[src/rtl/rom_8x4.sv]
// Registered 8x4 constant lookup table with one-cycle read latency.
// Optional even-parity output is built only when ROM_PARITY_EN is defined.
module rom_8x4 (
  input  logic       clk,
  input  logic       rst_n,
  input  logic       rd_en,
  input  logic [2:0] addr,
  output logic [3:0] data_out,
  output logic       data_valid
`ifdef ROM_PARITY_EN
  ,
  output logic       parity_out
`endif
);

  logic [3:0] rom_word;

  always_comb begin
    rom_word = '0;
    unique case (addr)
      3'd0: rom_word = 4'h3;
      3'd1: rom_word = 4'h7;
      3'd2: rom_word = 4'hA;
      3'd3: rom_word = 4'hF;
      3'd4: rom_word = 4'h1;
      3'd5: rom_word = 4'h8;
      3'd6: rom_word = 4'hC;
      3'd7: rom_word = 4'h5;
      default: rom_word = '0;
    endcase
  end

  always_ff @(posedge clk or negedge rst_n) begin
    if (!rst_n) begin
      data_out   <= '0;
      data_valid <= 1'b0;
    end else begin
      data_valid <= rd_en;
      if (rd_en) begin
        data_out <= rom_word;
      end
    end
  end

`ifdef ROM_PARITY_EN
  // Parity is computed from the word being loaded so it stays aligned with data_out.
  always_ff @(posedge clk or negedge rst_n) begin
    if (!rst_n) begin
      parity_out <= 1'b0;
    end else if (rd_en) begin
      parity_out <= ^rom_word;
    end
  end
`endif

endmodule

[config.mk]
export PLATFORM = sky130hd
export DESIGN_NAME = rom_8x4
export DESIGN_NICKNAME = d
export VERILOG_FILES = /design/src/rtl/rom_8x4.sv
export SDC_FILE = /design/constraint.sdc
export NUM_CORES = 1
export LEC_CHECK = 0
export BUFFER_PORTS_ARGS = -buffer_cell sky130_fd_sc_hd__buf_2
export CAP_MARGIN = 5
export CORE_AREA = 2 2 39 41
export CTS_CLUSTER_SIZE = 24
export DETAILED_ROUTE_END_ITERATION = 12
export DIE_AREA = 0 0 41 43
export GPL_ROUTABILITY_DRIVEN = 1
export PLACE_DENSITY = 0.41
export SETUP_SLACK_MARGIN = 0.4
export SYNTH_ARGS = -nofsm -noshare
export SYNTH_HDL_FRONTEND = slang
export SYNTH_SLANG_ARGS = --single-unit
[constraint.sdc]
create_clock -name clk -period 1.6 [get_ports clk]
set_input_delay 0.16 -clock clk [delete_from_list [all_inputs] [get_ports clk]]
set_output_delay 0.16 -clock clk [all_outputs]
set_load 0.01 [all_outputs]
==> flow_summary.json <==
{
  "status": "complete, no violations",
  "netlist.top_cell.by_area": "dfrtp_1",
  "share_comb_of_total_power_pct": 15.5,
  "cellLeakagePower_nw": 0.163,
  "grt_remaining_overflow": 0,
  "initial_core_util_pct": 15.9,
  "grt.total_usage_pct": 6.54,
  "core_um2": 1380,
  "cts_buffer_depth": 2,
  "synth_warnings": 0,
  "cp_slowest_stage_delay_ns": 0.37,
  "p_per_area_nw_per_um2": 1070,
  "fp-row-count": 14,
  "final_cell_mix": "10 x buf_2, 5 x dfrtp_1, 3 x clkbuf_4",
  "grt_pass1_vias": 189,
  "finalSetupViolCount": 0,
  "worstPathCellList": "buf_2",
  "synth_seq_area_share_pct": 56.8,
  "rsz0062_at_grt": "false",
  "cts_tree": "done",
  "via_per_inst": 3.72,
  "finalHoldViolCount": 0,
  "vdd_drop_max_v": 0.000224,
  "grt_pass1_wl_um": 724,
  "final_common_cell": "buf_2",
  "io_pins": 11,
  "p_seq_share_pct": 42.3,
  "crit_buf_inv": 1,
  "synth_cell_type_count": 12,
  "drv_slew": 0,
  "die_area_um2": 1760,
  "cpLargestDelayFamily": "flip-flops",
  "yosys.area.top_type_share_pct": 56.8,
  "drcViolationCount": 0,
  "avgSynthCellArea_um2": 11.0,
  "grt_max_degree": 9,
  "hp-class": "in2reg",
  "fin_crit_ns": 0.909,
  "die_h_um": 43,
  "vias": 186,
  "cap_violations": 0,
  "holdPathEnd": "data_valid",
  "switching_share_pct": 24.3,
  "synthCells": 20,
  "n_antenna_cell": 0,
  "routed_wl_um": 434,
  "cts_inserted_buffers": 3,
  "hold_depth": 1,
  "ant_nets": 0,
  "syn_nets": 27,
  "hp-start": "rd_en",
  "place_congestion": 0.552,
  "cts_resized": 0,
  "crit_arrival_ns": 0.75,
  "netlist_area_um2": 220,
  "setup-tns-final_ns": 0,
  "yosys-top-cells-area": "dfrtp_1 57%, mux2i_1 9.1%, ha_1 5.7%",
  "post-cts-setup-buffers": 0,
  "finClkSkew_ns": 0,
  "intPower_mw": 0.259,
  "drive_gt1_share_pct": 38.2,
  "crit_path_top_delay_cell": "dfrtp_1",
  "num-nets-final": 42,
  "clkPwrFrac_pct": 42.3,
  "synth.ff_latch_count": 5,
  "clock_latency_ns": 0.24,
  "reg2reg_to": "data_out[3]",
  "fillers": 162,
  "io_buffers": 10,
  "cts_max_level": 1,
  "finalNonFillerCells": 50,
  "crit_type": "reg2out",
  "critPathMaxFanout": 2,
  "r2r-start": "data_out[3]",
  "cts_root_buf": "clkbuf_4",
  "drtPass1Iterations": 1,
  "start_kind": "flop",
  "whs_ns": 0.129,
  "wire_per_inst_um": 8.68,
  "cts.clk_slew.worst_paths_ns": 0.04,
  "die_x_um": 41,
  "ctsHoldBuffers": 1,
  "slew_headroom_pct": 88.9,
  "worstMarginPinSlew_ns": 0.162,
  "max_freq_mhz": 1100,
  "dp.cells": 45,
  "grt_antenna_before_repair": 0,
  "post-route-period-util_pct": 56.8,
  "area_growth_pct": 46.0,
  "drtIter0Drc": 0,
  "critPathRequiredTime_ns": 1.44,
  "rrSetupSlack_ns": 0.82,
  "clock-sinks": 5,
  "rr_worst_depth": 2,
  "switching_power_mw": 0.0833,
  "end_kind": "primary output"
}
cell usage after synthesis:
master / instances
or2_1: 2
nor2_1: 2
nor2b_1: 1
clkbuf_2: 1
inv_1: 2
a21oi_1: 1
ha_1: 1
nand2_1: 1
a31oi_1: 1
mux2i_1: 2
a31o_1: 1
dfrtp_1: 5
worst reg2reg max path: stages, from the launching register on:
cell     delay, ns
dfrtp_1       0.37
nor2b_1       0.13
a31o_1        0.18
metal layers:
metal | vias up | routed length (um) | global-route usage [%]
li1 | 93 | - | -
met5 | - | 0 | 0
met1 | 84 | 190 | 6.47
met2 | 9 | 188 | 8.13
met4 | 0 | 0 | 8.00
met3 | 0 | 55 | 3.66
through the flow:
step	instance area, um2	util [%]	power (mW)	setup WS [ns]
global route	322	23.2	0.369	0.650
detailed placement	285	20.6	0.199	0.674
floorplan	220	-	0.173	0.793
CTS	322	23.2	0.352	0.678
finish	322	23.2	0.343	0.691
global placement	285	20.6	0.198	0.670
power groups by stage:
stage	Clock [mW]	Combinational, mW	Sequential (mW)
3_3_place_gp	0	0.0519	0.146
6_report	0.145	0.0530	0.145
3_5_place_dp	0	0.0516	0.147
5_1_grt	0.163	0.0603	0.146
2_1_floorplan	0	0.0202	0.153
4_1_cts	0.153	0.0542	0.145
state kept, by name (all words and copies together), names as in the netlist:
signal / cells
data_out: 4
data_valid: 1
layout make-up:
| class | instances | area (um2) | area share [%] |
|---|---|---|---|
| clock buffers | 4 | 26.3 | 8.17 |
| repair buffers | 11 | 60.1 | 18.7 |
| inverters | 2 | 7.51 | 2.33 |
| flip-flops and latches | 5 | 125 | 38.9 |
| multi-input cells | 12 | 82.6 | 25.7 |
| well taps | 16 | 20.0 | 6.23 |
worst max path at each step:
stage                            from     endpoint  slack, ns  depth (start not counted)
after floorplan           data_out[3]  data_out[3]       0.79                          2
after global placement        addr[0]  data_out[3]       0.67                          5
after detailed placement      addr[0]  data_out[3]       0.67                          5
after CTS                 data_out[0]  data_out[0]       0.68                          1
after global routing      data_out[2]  data_out[2]       0.65                          1
final                     data_out[2]  data_out[2]       0.69                          1
kinds of logic (layout without fill, tap and decap cells):
kind of cell | after synthesis | after routing | share of synthesized area (%)
AO/OA/AOI/OAI | 3 | 3 | 9.09
adder cells (fa/ha/maj) | 1 | 1 | 5.68
buffers and inverters | 3 | 17 | 5.68
flip-flops | 5 | 5 | 56.8
multiplexers | 2 | 2 | 9.09
AND/OR/NAND/NOR | 6 | 6 | 13.6
Note: power is estimated with default switching activity, not from simulation.
